### src/rtl/trace_pkg.sv
// Shared definitions for the write-back trace UART path.
package trace_pkg;

    typedef enum logic [1:0] {
        ST_IDLE,
        ST_START,
        ST_DATA,
        ST_STOP
    } tx_state_e;

    localparam int unsigned UART_DATA_BITS = 8;
    localparam int unsigned BYTES_PER_WORD = 4;

endpackage

### src/rtl/sync_fifo.sv
// Single-clock show-ahead FIFO; a push into a full FIFO is accepted when a pop happens in the same cycle.
module sync_fifo #(
    parameter int unsigned WIDTH = 32,
    parameter int unsigned DEPTH = 16
) (
    input  logic             clk,
    input  logic             rst_n,
    input  logic             push,
    input  logic             pop,
    input  logic [WIDTH-1:0] din,
    output logic [WIDTH-1:0] dout,
    output logic             full,
    output logic             empty
);

    localparam int unsigned AW = $clog2(DEPTH);

    logic [WIDTH-1:0] mem_q [DEPTH];
    logic [AW:0]      wr_ptr_q, wr_ptr_d;
    logic [AW:0]      rd_ptr_q, rd_ptr_d;
    logic             do_push, do_pop;

    // Extra pointer MSB tells full from empty when the indices match.
    always_comb begin
        empty    = (wr_ptr_q == rd_ptr_q);
        full     = (wr_ptr_q[AW] != rd_ptr_q[AW]) && (wr_ptr_q[AW-1:0] == rd_ptr_q[AW-1:0]);
        do_pop   = pop && !empty;
        do_push  = push && (!full || do_pop);
        wr_ptr_d = wr_ptr_q + (do_push ? (AW+1)'(1) : '0);
        rd_ptr_d = rd_ptr_q + (do_pop ? (AW+1)'(1) : '0);
        dout     = mem_q[rd_ptr_q[AW-1:0]];
    end

    always_ff @(posedge clk or negedge rst_n) begin
        if (!rst_n) begin
            wr_ptr_q <= '0;
            rd_ptr_q <= '0;
        end else begin
            wr_ptr_q <= wr_ptr_d;
            rd_ptr_q <= rd_ptr_d;
        end
    end

    always_ff @(posedge clk) begin
        if (do_push) begin
            mem_q[wr_ptr_q[AW-1:0]] <= din;
        end
    end

endmodule

### src/rtl/wb_trace_uart_tx.sv
// Captures non-zero processor write-back values into a FIFO and sends each as four big-endian 8N1 UART frames.
module wb_trace_uart_tx
    import trace_pkg::*;
#(
    parameter int unsigned CLKS_PER_BIT = 868,
    parameter int unsigned FIFO_DEPTH   = 16
) (
    input  logic        Clk,
    input  logic        Reset_n,
    input  logic [31:0] in_write_data,
    input  logic        in_enable,
    output logic        tx,
    output logic        busy,
    output logic        overflow,
    output logic [15:0] word_count
);

    localparam int unsigned    TW   = $clog2(CLKS_PER_BIT);
    localparam logic [TW-1:0]  TMAX = TW'(CLKS_PER_BIT - 1);

    tx_state_e   state_q, state_d;
    logic [TW-1:0] timer_q, timer_d;
    logic [2:0]  bit_q, bit_d;
    logic [1:0]  byte_q, byte_d;
    logic [31:0] shift_q, shift_d;
    logic        overflow_q, overflow_d;
    logic [15:0] count_q, count_d;

    logic        fifo_full, fifo_empty, push, pop, capture, bit_end;
    logic [31:0] fifo_dout;
    logic [7:0]  cur_byte;

    sync_fifo #(
        .WIDTH (32),
        .DEPTH (FIFO_DEPTH)
    ) u_fifo (
        .clk   (Clk),
        .rst_n (Reset_n),
        .push  (push),
        .pop   (pop),
        .din   (in_write_data),
        .dout  (fifo_dout),
        .full  (fifo_full),
        .empty (fifo_empty)
    );

    // A pop in the same cycle frees a slot, so a full FIFO can still accept.
    always_comb begin
        pop        = (state_q == ST_IDLE) && !fifo_empty;
        capture    = in_enable && (in_write_data != '0);
        push       = capture && (!fifo_full || pop);
        overflow_d = overflow_q | (capture && fifo_full && !pop);
        count_d    = count_q + (push ? 16'd1 : 16'd0);
    end

    always_comb begin
        state_d = state_q;
        timer_d = '0;
        bit_d   = bit_q;
        byte_d  = byte_q;
        shift_d = shift_q;
        bit_end = (timer_q == TMAX);
        if (state_q != ST_IDLE) begin
            timer_d = bit_end ? '0 : timer_q + TW'(1);
        end
        case (state_q)
            ST_IDLE: begin
                if (pop) begin
                    shift_d = fifo_dout;
                    byte_d  = '0;
                    bit_d   = '0;
                    state_d = ST_START;
                end
            end
            ST_START: begin
                if (bit_end) begin
                    bit_d   = '0;
                    state_d = ST_DATA;
                end
            end
            ST_DATA: begin
                if (bit_end) begin
                    if (bit_q == 3'(UART_DATA_BITS - 1)) begin
                        state_d = ST_STOP;
                    end else begin
                        bit_d = bit_q + 3'd1;
                    end
                end
            end
            ST_STOP: begin
                if (bit_end) begin
                    if (byte_q != 2'(BYTES_PER_WORD - 1)) begin
                        byte_d  = byte_q + 2'd1;
                        shift_d = shift_q << UART_DATA_BITS;
                        state_d = ST_START;
                    end else begin
                        state_d = ST_IDLE;
                    end
                end
            end
            default: state_d = ST_IDLE;
        endcase
    end

    // The byte on the wire is always the top of the shift word.
    always_comb begin
        cur_byte = shift_q[31 -: 8];
        case (state_q)
            ST_START: tx = 1'b0;
            ST_DATA:  tx = cur_byte[bit_q];
            default:  tx = 1'b1;
        endcase
        busy       = (state_q != ST_IDLE) || !fifo_empty;
        overflow   = overflow_q;
        word_count = count_q;
    end

    always_ff @(posedge Clk or negedge Reset_n) begin
        if (!Reset_n) begin
            state_q    <= ST_IDLE;
            timer_q    <= '0;
            bit_q      <= '0;
            byte_q     <= '0;
            shift_q    <= '0;
            overflow_q <= 1'b0;
            count_q    <= '0;
        end else begin
            state_q    <= state_d;
            timer_q    <= timer_d;
            bit_q      <= bit_d;
            byte_q     <= byte_d;
            shift_q    <= shift_d;
            overflow_q <= overflow_d;
            count_q    <= count_d;
        end
    end

endmodule

### config.mk
export PLATFORM = sky130hd
export DESIGN_NAME = wb_trace_uart_tx
export DESIGN_NICKNAME = d
export VERILOG_FILES = /design/src/rtl/trace_pkg.sv /design/src/rtl/sync_fifo.sv /design/src/rtl/wb_trace_uart_tx.sv
export SDC_FILE = /design/constraint.sdc
export NUM_CORES = 1
export LEC_CHECK = 0
export BUFFER_PORTS_ARGS = -buffer_cell sky130_fd_sc_hd__buf_2
export CAP_MARGIN = 20
export CELL_PAD_IN_SITES_DETAIL_PLACEMENT = 1
export CELL_PAD_IN_SITES_GLOBAL_PLACEMENT = 1
export CORE_ASPECT_RATIO = 0.8
export CORE_MARGIN = 5
export CORE_UTILIZATION = 28
export DETAILED_ROUTE_END_ITERATION = 7
export HOLD_SLACK_MARGIN = 0.05
export MAX_ROUTING_LAYER = met4
export PLACE_DENSITY_LB_ADDON = 0.1
export RECOVER_POWER = 25
export SLEW_MARGIN = 40
export SYNTH_ARGS = -nofsm -noshare
export SYNTH_HDL_FRONTEND = slang
export SYNTH_SLANG_ARGS = --single-unit
export TNS_END_PERCENT = 1
### constraint.sdc
create_clock -name Clk -period 7.9 [get_ports Clk]
set_input_delay 0.395 -clock Clk [delete_from_list [all_inputs] [get_ports Clk]]
set_output_delay 0.395 -clock Clk [all_outputs]
set_load 0.02 [all_outputs]
-- Word level (Yosys, flattened, before mapping)
Memory sizes are Yosys's and may differ from the RTL's.
Index checks and enable logic that the tools add are counted.
- reductions and logical operators: 22
- equal/unequal tests: 16
- muxes and demuxes: 30
- order comparisons: 1
- add/subtract/negate cells: 6
- bitwise gates (word level): 1
- operators by type and width (cell ; count):
    32-bit two-way mux ; 3
    32-bit one-hot mux with 2 select lines ; 1
    32-bit nonzero test ; 1
    10-bit two-way mux ; 2
    16-bit by 1-bit adder with 16-bit output ; 1
    2-bit two-way mux ; 8
    2-bit inequality test, second input constant ; 7
    3-bit two-way mux ; 4
    10-bit by 1-bit adder with 10-bit output, second input constant ; 1
    5-bit adder ; 2
    10-bit == test, second input constant ; 1
    5-bit AND reduction ; 2
    3-bit one-hot mux with 3 select lines ; 1
    1-bit logical AND ; 8
    2-bit one-hot mux with 4 select lines ; 1
    1-bit two-way mux ; 7
    5-bit == test ; 1
    2-bit == test, second input constant ; 2
    4-bit == test ; 1
    3-bit by 4-bit < comparator with 1-bit output, second input constant ; 1
    2-bit one-hot mux with 2 select lines ; 1
    4-bit AND reduction ; 1
    2-bit nonzero test ; 2
    3-bit by 1-bit adder with 3-bit output, second input constant ; 1
    12 further kinds ; 16
- bits of input ports: 35
- memory bits (writable): 512
- bits in registers: 76
- memories: 1
- output and inout bits: 19
- memory list (name ; words ; width ; read ports ; clocked after memory_dff ; wr ports ; line ; source):
    u_fifo.mem_q ; 16 ; 32 ; 1 ; 0 ; 1 ; sync_fifo.sv:18 ; logic [WIDTH-1:0] mem_q [DEPTH];

-- Depth between registers and ports, before layout
- depth after elaboration: 8
- mapped depth: 9
- mapped depth without buffers: 9

-- Modules after synthesis
Synthesis repeated with hierarchy kept, for this count alone.
- cells, all modules: 1130
- area, all modules: 23064.6 sq um
- by module, submodules not included (module ; cells each ; instances ; area an instance (sq um)):
    sync_fifo ; 854 ; 1 ; 19849.0
    wb_trace_uart_tx ; 276 ; 1 ; 3215.6

-- Worst setup path before layout
No wires, ideal clock.
- path kind: flip-flop to flip-flop
- from: register state_q[0]
- to: memory u_fifo.mem_q[1][0] (enable)
- period minus slack after synthesis: 4.069 ns
- library setup time: 0.461 ns
- cell stages (with the launch flop): 7
- slack: 3.831 ns
- arrival time: 3.608 ns
- data required time: 7.439 ns
- path through: dfrtp_1 -> inv_1 -> ha_1 -> nor2_1 -> a221oi_4 -> nand3b_1 -> nor3_1
- word-level cells in the longest chain between the ends: 7
- ends and longest elaborated chain (element ; line ; source):
    from (decl) ; wb_trace_uart_tx.sv:21 ; tx_state_e state_q, state_d;
    from (signal assigned) ; wb_trace_uart_tx.sv:128 ; state_q <= state_d;
    2-bit logical NOT (*) ; wb_trace_uart_tx.sv:49 ; pop = (state_q == ST_IDLE) && !fifo_empty;
    1-bit logical AND (*) ; wb_trace_uart_tx.sv:49 ;
    1-bit logical OR or 1-bit logical AND (tied branches) ; wb_trace_uart_tx.sv:51, sync_fifo.sv:27 ;
    1-bit logical AND or 1-bit logical OR (tied branches) ; wb_trace_uart_tx.sv:51, sync_fifo.sv:28 ;
    1-bit logical AND (*) ; sync_fifo.sv:28 ; do_push = push && (!full || do_pop);
    1-bit two-way mux (*) ; sync_fifo.sv:45 ; if (do_push) begin
    1-bit two-way mux (not written as such) (*) ; sync_fifo.sv:46 ; mem_q[wr_ptr_q[AW-1:0]] <= din;
    to (decl) ; sync_fifo.sv:18 ;
Mark *: on every way between the ends. The rest lies on a longest branch, timed or not.

-- Worst setup path after layout
- from: register u_fifo.rd_ptr_q[1]
- to: memory u_fifo.mem_q[8][26] (enable)
- word-level cells in the longest chain between the ends: 8
- ends and longest elaborated chain (element ; line ; source):
    from (decl) ; sync_fifo.sv:20 ; logic [AW:0] rd_ptr_q, rd_ptr_d;
    from (signal assigned) ; sync_fifo.sv:40 ; rd_ptr_q <= rd_ptr_d;
    5-bit == test or 4-bit == test (tied branches) ; sync_fifo.sv:25, sync_fifo.sv:26 ;
    1-bit logical NOT or 1-bit logical AND (tied branches) ; sync_fifo.sv:27, wb_trace_uart_tx.sv:49, sync_fifo.sv:26 ;
    1-bit logical AND or 1-bit logical NOT (tied branches) ; wb_trace_uart_tx.sv:49, sync_fifo.sv:28, wb_trace_uart_tx.sv:51 ;
    1-bit logical OR or 1-bit logical AND (tied branches) ; wb_trace_uart_tx.sv:51, sync_fifo.sv:27 ;
    1-bit logical AND or 1-bit logical OR (tied branches) ; wb_trace_uart_tx.sv:51, sync_fifo.sv:28 ;
    1-bit logical AND (*) ; sync_fifo.sv:28 ;
    1-bit two-way mux (*) ; sync_fifo.sv:45 ;
    1-bit two-way mux (not written as such) (*) ; sync_fifo.sv:46 ;
Marks and branches as above.

==> impl_metrics.ini <==
[floorplan]
fp.coreArea_sq_um = 82450
initial_utilization_pct = 28.27
ios = 54
chipWidth_microns = 332.5
design.die.area_sq_um = 89130
die_h_microns = 268.0
placement_rows = 94

[placement]
dp_hpwl_microns = 40930
place_congestion = 0.7285
placed_area_sq_um = 25170
dp_cells = 2385
io_buffers = 53

[power_and_ir_drop]
vdd_drop_max_v = 0.0001725
cellInternalPower_mw = 6.827
p_leak_nw = 9.165
clock_power_share_pct = 29.4
switching_share_pct = 33.50
power_density_nw_per_um2 = 376.7
combPwrFrac_pct = 30.4
switchingPower_mw = 3.440
seq_power_share_pct = 40.1
p_total_mw = 10.27

[timing]
setup_tns_ps = 0
hold_violations = 0
setup-violations-final = 0
slew_viol_final = 0
skew_ps = 22.32
holdWs_ps = 232.4
fin_crit_sh_pct = 49.30
min_period_ps = 3895
max_freq_ghz = 0.2567
tightest_slew_ps = 960.3
rsz0062_at_grt = false
maxSlewHeadroom_pct = 35.98

[setup_path]
crit_path_cell_trace = buf_6 -> xnor2_1 -> and4_2 -> a221oi_4 -> or3b_4 -> nor2_4 -> buf_4
crit_slowest_cell = dfrtp_4
rrSetupSlack_ps = 4010
max_stage_delay_ps = 640
worstPathArrival_ps = 4140
cp_max_fo = 49
cp-end-kind = flip-flop
r2r_cells = 7
critPathRequiredTime_ps = 8140
path_class = flip-flop to flip-flop
worst_setup_path_start_kind = flip-flop

[global_routing]
first_global_vias = 12663
grt_usage_pct = 15.44
grt_max_degree = 82
grt_pass1_wl_microns = 96470
globalRouteOverflowTotal = 0
antenna_found_initial = 1

[synth]
yosys_warnings = 0
syn_area_per_cell_sq_um = 18.57
synth_cell_types = 53
syn-cell-area_sq_um = 23300
synth_nets = 1305
synth-edff-count = 512
synth_cells = 1255
async_reset_ff_share_pct = 12.93
synthTopCellsByArea = edfxtp_1 (66%), dfrtp_1 (8.2%), mux4_2 (6.4%), mux2i_1 (5.7%), o211ai_1 (1.6%)
ys_ff_latch = 588
synth_top_area_share_pct = 65.98
ys_seq_area_share_pct = 74.14
synth_flop_cell = edfxtp_1
synth_top_area_cell = edfxtp_1

[clock_tree]
clk_pin_slew_worst_paths_ps = 60
insertion_delay_ps = 600
clock_sinks = 588
cts_tree = done
cts-root-buf = clkbuf_16
clockBufferDepth = 3
cts_buffers = 67
htree_levels = 3
post_cts_buffers = 0

[routing]
drcViolationCount = 0
drtIter0Drc = 814
wl_microns = 67100
drtPass1Iterations = 5
wl_per_cell_microns = 26.78
ant_nets = 0
viasPerCell = 4.766
vias = 11943

[final_layout]
multi_input_area_sq_um = 5739
final_common_cell = edfxtp_1
stdcell_count = 2506
regArea_sq_um = 17290
final_nets = 1401
final_cell_mix = edfxtp_1 (512), mux2i_1 (132), dfrtp_1 (73), clkbuf_16 (70), mux4_2 (66)
synthToLayoutAreaGrowth_pct = 16.97
final_area_sq_um = 27260
drive_above_1_share_pct = 20.36
fill_cells = 8252

[hold_path]
hold_class = input port to flip-flop
holdPathStages = 1

[outcome]
status = finished, final reports clean

[flow_run]
drv_cap = 0
## cell families after synthesis
group                      count (synthesis)  synth area share (%)
DFF                                      588                 74.14
muxes                                    223                 13.59
AOI/OAI and AO/OA                        154                 5.112
and+or+nand+nor                          153                 3.259
buffers and inverters                     89                 1.820
xor gates and xnor gates                  33                 1.273
adders and majority gates                 15                0.8054
## what timing repair did
action | in CTS | in global routing
resized for setup | 0 | 0
hold endpoints to repair | 37 | 0
hold buffers | 1 | 0
## cell type report
type | instances | share of cell area [%]
tap | 1104 | 5.068
multi-input combinational | 578 | 21.06
clock inverter | 20 | 0.6472
antenna | 2 | 0.01836
timing repair buffer | 92 | 2.396
clock buffer | 98 | 7.069
sequential | 588 | 63.42
inverter | 24 | 0.3305
## synthesized netlist by cell type, drive strengths merged (2+ instances only)
cell and count:
a21oi 4, a22o 2, and4 4, a221oi 26
nor2 33, a22oi 48, nand3b 2, edfxtp 512
nor2b 2, nor4 12, inv 23, nor3 8
a31o 2, o211ai 49, o22ai 8, dfrtp 76
mux2 25, nand2b 2, nand4 5, mux2i 132
clkbuf 27, nand2 40, o21a 8, xor2 8
o21ai 2, ha 15, xnor2 25, and3 2
and2 3, buf 38, nand3 36, mux4 66
## stage by stage
| stage | util (%) | setup WS [ps] |
|---|---|---|
| 3_5_place_dp | 30.52 | 3897 |
| 4_1_cts | 33.09 | 3897 |
| 2_1_floorplan | - | 3831 |
| 6_report | 33.06 | 4005 |
| 5_1_grt | 33.05 | 3796 |
| 3_3_place_gp | 30.31 | 3549 |
## worst paths after layout
check	start	to
max in group asynchronous	Reset_n	u_fifo.rd_ptr_q[1]$_DFF_PN0_
min	in_write_data[15]	u_fifo.mem_q[4][15]$_DFFE_PP_
min reg2reg	word_count[15]$_DFF_PN0_	word_count[15]$_DFF_PN0_
max reg2reg	u_fifo.rd_ptr_q[1]$_DFF_PN0_	u_fifo.mem_q[8][26]$_DFFE_PP_
max	u_fifo.rd_ptr_q[1]$_DFF_PN0_	u_fifo.mem_q[8][26]$_DFFE_PP_
min in group asynchronous	Reset_n	shift_q[31]$_DFFE_PN0P_
## worst max-delay path, delay by kind of cell (launching register included)
kind	cells	cell delay, ps
AOI/OAI and AO/OA	1	390
xor gates and xnor gates	1	180
DFF	1	640
and+or+nand+nor	3	1210
buffers and inverters	2	1060
## state kept, by name (all words and copies together), names as in the netlist, 2 cells and up
register         cells
u_fifo.mem_q       512
shift_q             32
word_count          16
timer_q             10
u_fifo.rd_ptr_q      5
u_fifo.wr_ptr_q      5
bit_q                3
byte_q               2
state_q              2
## metal layers
metal	share of wire [%]	GRT usage, %
met1	50	22.61
met5	0	-
met2	45	22.97
met3	3.2	2.538
met4	1.6	2.950
## power groups by stage
| stage | Combinational [mW] | Clock (mW) | Sequential (mW) |
|---|---|---|---|
| after CTS | 3.22 | 3.13 | 4.13 |
| final | 3.13 | 3.02 | 4.12 |
| after global placement | 3.14 | 0 | 4.18 |
| after detailed placement | 3.20 | 0 | 4.19 |
| after floorplan | 2.11 | 0 | 4.02 |
| after global routing | 3.36 | 3.27 | 4.16 |
Note: power is estimated with default switching activity, not from simulation.
